**src/rtl/uart_tx_arbiter.sv**
```systemverilog
// Round-robin arbiter sharing one uart_tx among N_REQ byte producers.
// Latches the winner's byte, starts the transmitter, and acks or aborts on timeout.
module uart_tx_arbiter #(
    parameter int unsigned N_REQ       = 4,
    parameter int unsigned Bits        = 8,
    parameter int unsigned TIMEOUT_CYC = 200000
) (
    input  logic                  i_Clock,
    input  logic                  i_reset,
    input  logic [N_REQ-1:0]      i_req,
    input  logic [N_REQ*Bits-1:0] i_data,
    output logic [N_REQ-1:0]      o_ack,
    output logic [N_REQ-1:0]      o_err,
    output logic                  o_busy,
    output logic                  o_Tx_Start,
    output logic [Bits-1:0]       o_Tx_Byte,
    input  logic                  i_Tx_Done
);

    localparam int unsigned IdxW = $clog2(N_REQ);
    localparam int unsigned CntW = $clog2(TIMEOUT_CYC + 1);

    localparam logic [CntW-1:0] CntLast = CntW'(TIMEOUT_CYC - 1);
    localparam logic [IdxW-1:0] PtrInit = IdxW'(N_REQ - 1);

    typedef enum logic [2:0] {
        StIdle,
        StStart,
        StWaitDone,
        StDone,
        StAbort
    } state_e;

    state_e            state_q, state_d;
    logic [IdxW-1:0]   last_q, last_d;
    logic [CntW-1:0]   cnt_q, cnt_d;
    logic [Bits-1:0]   byte_q, byte_d;
    logic [N_REQ-1:0]  ack_q, ack_d;
    logic [N_REQ-1:0]  err_q, err_d;
    logic              busy_q, busy_d;
    logic              start_q, start_d;

    logic              grant_valid;
    logic [IdxW-1:0]   grant_idx;
    logic [Bits-1:0]   grant_byte;
    logic [N_REQ-1:0]  win_onehot;
    int                cand;

    // Scan from the slot after the last winner, wrapping to 0.
    always_comb begin
        grant_valid = 1'b0;
        grant_idx   = '0;
        cand        = 0;
        for (int i = 1; i <= int'(N_REQ); i++) begin
            cand = int'(last_q) + i;
            if (cand >= int'(N_REQ)) begin
                cand = cand - int'(N_REQ);
            end
            if (!grant_valid && i_req[IdxW'(cand)]) begin
                grant_valid = 1'b1;
                grant_idx   = IdxW'(cand);
            end
        end
    end

    always_comb begin
        grant_byte = '0;
        for (int k = 0; k < int'(N_REQ); k++) begin
            if (grant_idx == IdxW'(k)) begin
                grant_byte = i_data[k*Bits +: Bits];
            end
        end
    end

    always_comb begin
        state_d = state_q;
        last_d  = last_q;
        cnt_d   = cnt_q;
        byte_d  = byte_q;

        unique case (state_q)
            StIdle: begin
                if (grant_valid) begin
                    last_d  = grant_idx;
                    byte_d  = grant_byte;
                    state_d = StStart;
                end
            end
            StStart: begin
                cnt_d   = '0;
                state_d = StWaitDone;
            end
            StWaitDone: begin
                // A done arriving on the timeout cycle still counts as success.
                if (i_Tx_Done) begin
                    state_d = StDone;
                end else if (cnt_q == CntLast) begin
                    state_d = StAbort;
                end else begin
                    cnt_d = cnt_q + 1'b1;
                end
            end
            StDone:  state_d = StIdle;
            StAbort: state_d = StIdle;
            default: state_d = StIdle;
        endcase

        win_onehot = N_REQ'(1) << last_d;
        start_d    = (state_d == StStart);
        busy_d     = (state_d != StIdle);
        ack_d      = (state_d == StDone)  ? win_onehot : '0;
        err_d      = (state_d == StAbort) ? win_onehot : '0;
    end

    always_ff @(posedge i_Clock or posedge i_reset) begin
        if (i_reset) begin
            state_q <= StIdle;
            last_q  <= PtrInit;
            cnt_q   <= '0;
            byte_q  <= '0;
            ack_q   <= '0;
            err_q   <= '0;
            busy_q  <= 1'b0;
            start_q <= 1'b0;
        end else begin
            state_q <= state_d;
            last_q  <= last_d;
            cnt_q   <= cnt_d;
            byte_q  <= byte_d;
            ack_q   <= ack_d;
            err_q   <= err_d;
            busy_q  <= busy_d;
            start_q <= start_d;
        end
    end

    assign o_ack      = ack_q;
    assign o_err      = err_q;
    assign o_busy     = busy_q;
    assign o_Tx_Start = start_q;
    assign o_Tx_Byte  = byte_q;

endmodule
```
**config.mk**
```make
export PLATFORM = sky130hd
export DESIGN_NAME = uart_tx_arbiter
export DESIGN_NICKNAME = d
export VERILOG_FILES = /design/src/rtl/uart_tx_arbiter.sv
export SDC_FILE = /design/constraint.sdc
export NUM_CORES = 1
export LEC_CHECK = 0
export ABC_CLOCK_PERIOD_IN_PS = 4300
export BUFFER_PORTS_ARGS = -buffer_cell sky130_fd_sc_hd__buf_2
export CORE_MARGIN = 2
export CORE_UTILIZATION = 25
export DETAILED_ROUTE_END_ITERATION = 8
export GPL_ROUTABILITY_DRIVEN = 0
export MAX_ROUTING_LAYER = met4
export PLACE_DENSITY_LB_ADDON = 0.15
export SYNTH_ARGS = -nofsm -noshare
export SYNTH_HDL_FRONTEND = slang
export SYNTH_SLANG_ARGS = --single-unit
export TNS_END_PERCENT = 30
```
**constraint.sdc**
```tcl
create_clock -name i_Clock -period 4.3 [get_ports i_Clock]
set_input_delay 0.43 -clock i_Clock [delete_from_list [all_inputs] [get_ports i_Clock]]
set_output_delay 0.43 -clock i_Clock [all_outputs]
set_load 0.005 [all_outputs]
```
* After elaboration in Yosys (flattened, before gate mapping)
Cells that the tools add are included.
** Storage, ports and cells
- Bits in registers :: 41
- Output and inout port bits :: 18
- Logic and storage cells :: 88
** Cells by class
- Add/sub/neg operators :: 9
- $lt $le $gt $ge :: 8
- Eq/ne operators :: 11
- Shift-type cells :: 1
- Mux-type cells :: 39
- Reduce and logical (&&, ||, !) cells :: 12
** Operators by type and width (count)
- 18-bit two-way mux :: 2
- 18-bit one-hot mux with 2 select lines :: 1
- 8-bit two-way mux :: 4
- 2-bit two-way mux :: 10
- 18-bit by 1-bit adder with 18-bit output, second input constant :: 1
- 18-bit == test, second input constant :: 1
- 2-bit by 4-bit less-than comparator with 1-bit output, second input constant :: 4
- 1-bit two-way mux :: 12
- 3-bit >= comparator, second input constant :: 3
- 3-bit two-way mux :: 3
- 3-bit one-hot mux with 3 select lines :: 1
- 1-bit binary-select mux with 2-bit select :: 4
- 4-bit two-way mux :: 2
- 2-bit by 1-bit subtractor with 2-bit output, second input constant :: 4
- 2-bit by 2-bit adder with 3-bit output, second input constant :: 2
- 3-bit by 1-bit == test with 1-bit output, second input constant :: 2
- 3-bit by 2-bit == test with 1-bit output, second input constant :: 2
- 2-bit by 3-bit adder with 4-bit output, second input constant :: 1
- 2-bit == test, second input constant :: 2
- 4-bit by 3-bit >= comparator with 1-bit output, second input constant :: 1
- 2-bit != test, second input constant :: 2
- 1-bit by 2-bit left shift with 4-bit output, first input constant :: 1
- 2-bit by 1-bit adder with 3-bit output, second input constant :: 1
- 3-bit == test, second input constant :: 1
- 9 further kinds :: 13

* Longest topological paths before layout
- Depth after elaboration :: 21
- Gate-level depth with buffers :: 8

* Worst setup path after synthesis
Ideal clock, no wire load.
- Path type :: register to register
- Start :: reg cnt_q[14]
- End :: reg err_q[0], in the netlist o_err[0]
- Data arrival time :: 2191 ps
- Setup slack :: 2037 ps
- Cell stages (with the launch flop) :: 6
- Buffers on the path :: 0
- Period minus slack after synthesis :: 2263 ps
- Cells stage by stage :: dfrtp_1 or4_1 or3_1 or2_1 or4_1 nor2_1
** On the way
- Longest elaborated chain between the ends :: 6
** RTL lines
- from (decl) :: line 36 : logic [CntW-1:0] cnt_q, cnt_d;
- from (signal assigned) :: line 128 : cnt_q <= cnt_d;
- 18-bit == test :: line 97 : end else if (cnt_q == CntLast) begin
- 3-bit two-way mux :: line 97
- 3-bit two-way mux :: line 95 : if (i_Tx_Done) begin
- 3-bit one-hot mux with 3 select lines :: line 81 : unique case (state_q)
- 3-bit == test :: line 112 : err_d = (state_d == StAbort) ? win_onehot : '0;
- 4-bit two-way mux :: line 112
- named net err_d[0] :: line 39 : logic [N_REQ-1:0] err_q, err_d;
- to (signal assigned) :: line 131 : err_q <= err_d;
- to (decl) :: line 39
The timed path passes the listed nets, and every way through them passes these cells.
A chain may end at the register's enable or synchronous reset.

* Final worst setup path
- Start :: reg cnt_q[14]
- End :: reg cnt_q[0]
** On the way
- Longest elaborated chain between the ends :: 3
** RTL lines (line)
- 18-bit == test :: 97
- 2-bit != test (no source line)
- 3-bit AND reduction (no source line)
Every way passes these cells.

==> impl_metrics.toml <==
[status]
status = "finished clean"

[die]
start_util_pct = 25.7
core_um2 = 9240
die-width_um = 102
design.die.area_um2 = 10300
io_pins = 57
die_h_um = 102
rows = 35

[synth]
syn_inst = 268
synth-compound-area-share_pct = 25.4
yosysWarnings = 0
ys_seq_area_share_pct = 43.3
synth_area_leader_cell = "dfrtp_1"
synth_edf_count = 0
synthXorXnorAreaFrac_pct = 1.11
async_flop_share_pct = 100
syn_area_per_cell_um2 = 8.87
syn_area_um2 = 2380
yosysMostFrequentCell = "dfrtp_1"
synth_simple_gate_area_share_pct = 23.2
ys_top_cells_by_area = "dfrtp_1 (41%), a21oi_1 (4.4%), nor2_1 (4.4%)"
synth_top_area_share_pct = 41.1
ys_types = 52
ys_ff_latch = 41
yosys.area_share.adder_pct = 0.526
synth_commonest_cells = "dfrtp_1 (39), nor2_1 (28), a21oi_1 (21), nand2_1 (18), o21ai_0 (16)"
synth_top_family_by_area = "compound AO/OA/AOI/OAI gates"
muxShareOfSynthArea_pct = 2.58
synth-main-ff-cell = "dfrtp_1"
syn-num-nets = 308

[cts]
root_buffer = "clkbuf_8"
cts_setup_buffers = 0
clock-sinks = 41
clk_pin_slew_ps = 90
holdBufCountCts = 0
clk_path_buf_depth = 2
cts_resized = 0
cts_buffers = 5
h-tree-depth = 2
cts_tree = "done"
worstSkewPairLatency_ps = 300

[sta]
worst_pin_slew_ps = 1010
timing.fmax_ghz = 0.374
tns_ps = 0
setup_viol_count_final = 0
slew_headroom_pct = 32.5
fin_crit_sh_pct = 62.2
slew_violations = 0
fin_skew_ps = 14.2
hold_viol = 0
fin_crit_ps = 2670
rsz0062_at_grt = "no"

[final_layout]
finalNonFillerCells = 448
area_growth_pct = 21.5
finalNetCount = 358
drive_gt1_share_pct = 23.2
n_fill_cell = 999
antenna_cells = 0

[critical_path]
cp_slowest_cell = "o21ai_1"
end_kind = "flop"
critPathMaxFanout = 16
cpPeakStageDelay_ps = 770
regToRegSetupSlack_ps = 1630
cp.arrival_ps = 2870
crit_type = "reg2reg"
r2r_cells = 5
start_kind = "flop"
crit_chain = "or4_1 -> or3_1 -> o21ai_1 -> nor2_1 -> mux2_2"
cp.required_ps = 4500

[detailed_routing]
wl_mm = 6.66
via_per_inst = 5.04
wl_per_cell_um = 14.9
ant_nets = 0
drtPass1Iterations = 4
first_iter_violations = 73
via_count = 2257
drcViolationCount = 0

[power]
pwr-share-clk_pct = 20.9
combPwrFrac_pct = 42.9
p_per_area_nw_per_um2 = 532
p_sw_share_pct = 41.4
peakVddDrop_mv = 0.174
internal_power_w = 0.000899
seqPwrFrac_pct = 36.2
power.leakage_nw = 1.27
netSwitchingPower_w = 0.000636

[place]
portBuffers = 56
dp.cells = 440
dp_hpwl_mm = 4.69

[grt]
grt_pass1_wl_mm = 10.7
grtUsageTotal_pct = 13.5
grt_max_degree = 42
grt_pass1_vias = 2160
antenna_found_initial = 0
overflow = 0

[min_path]
min_path_type = "in2async"

[flow_run]
cap_violations = 0
through the flow:
stage	hold slack, ps	utilization [%]	instance area (um2)	setup slack, ps	power [W]
floorplan	489	-	2380	2040	0.00100
global placement	479	30.0	2780	1680	0.00122
detailed placement	491	30.0	2780	1620	0.00122
CTS	268	31.3	2890	1590	0.00155
global route	304	31.3	2890	1390	0.00167
finish	253	31.3	2890	1630	0.00154
power by group through the flow:
stage | combinational (W) | sequential, W | clock, W
finish | 0.000659 | 0.000557 | 0.000320
global route | 0.000754 | 0.000571 | 0.000347
CTS | 0.000660 | 0.000556 | 0.000332
detailed placement | 0.000657 | 0.000563 | 0
global placement | 0.000659 | 0.000562 | 0
floorplan | 0.000475 | 0.000529 | 0
area by class of cell:
class                      count  area, um2  area share [%]
timing repair buffer          58        295            10.2
sequential                    41       1030            35.6
inverter                      10       37.5            1.30
tap                          129        161            5.59
multi-input combinational    202       1250            43.4
clock buffer                   6       72.6            2.51
clock inverter                 2       38.8            1.34
flip-flops by register name, indices dropped and copies added, names as in the netlist:
signal	cells
state_q	3
o_ack	4
o_Tx_Byte	8
o_err	4
cnt_q	18
o_Tx_Start	1
last_q	2
o_busy	1
final timing paths:
kind,from,endpoint
worst max-delay path,cnt_q[14],cnt_q[0]
worst min register to register,o_Tx_Byte[0],o_Tx_Byte[0]
min in group i_Clock,i_Tx_Done,state_q[2]
worst min-delay path,i_reset,o_Tx_Byte[3]
max in group asynchronous,i_reset,o_busy
worst max register to register,cnt_q[14],cnt_q[0]
cells in the final DEF, fill, tap and decap left out, drive strengths merged, types with 3 or more instances in the layout:
cell,n
a211o,8
a211oi,5
a21oi,21
a221oi,6
a32o,3
buf,58
clkbuf,6
dfrtp,39
inv,9
mux2i,5
nand2,18
nand2b,7
nand3,12
nand4,4
nor2,28
nor3,3
o21a,3
o21ai,19
o31ai,6
or3,4
or4,7
xnor2,3
routing by layer:
| layer | GRT usage, % | part of all wire, % | vias to the layer above |
|---|---|---|---|
| met1 | 18.3 | 49 | 1108 |
| li1 | - | - | 1104 |
| met3 | 2.35 | 2.6 | 5 |
| met2 | 20.5 | 48 | 40 |
| met4 | 3.95 | 0.74 | 0 |
| met5 | - | 0 | - |
critical path, delay by kind of cell, from the launching register on:
| kind | cells | cell delay, ps |
|---|---|---|
| compound gates | 1 | 770 |
| flops | 1 | 420 |
| simple gates | 3 | 1080 |
| mux | 1 | 290 |
logic make-up (layout without fill, tap and decap cells):
| kind of cell | after synthesis | count (layout) |
|---|---|---|
| flops | 41 | 41 |
| buf+inv | 25 | 76 |
| simple gates | 104 | 104 |
| fa+ha+maj | 1 | 1 |
| mux | 6 | 6 |
| xor+xnor | 3 | 3 |
| compound gates | 88 | 88 |
Power figures use the tool's default switching activity.
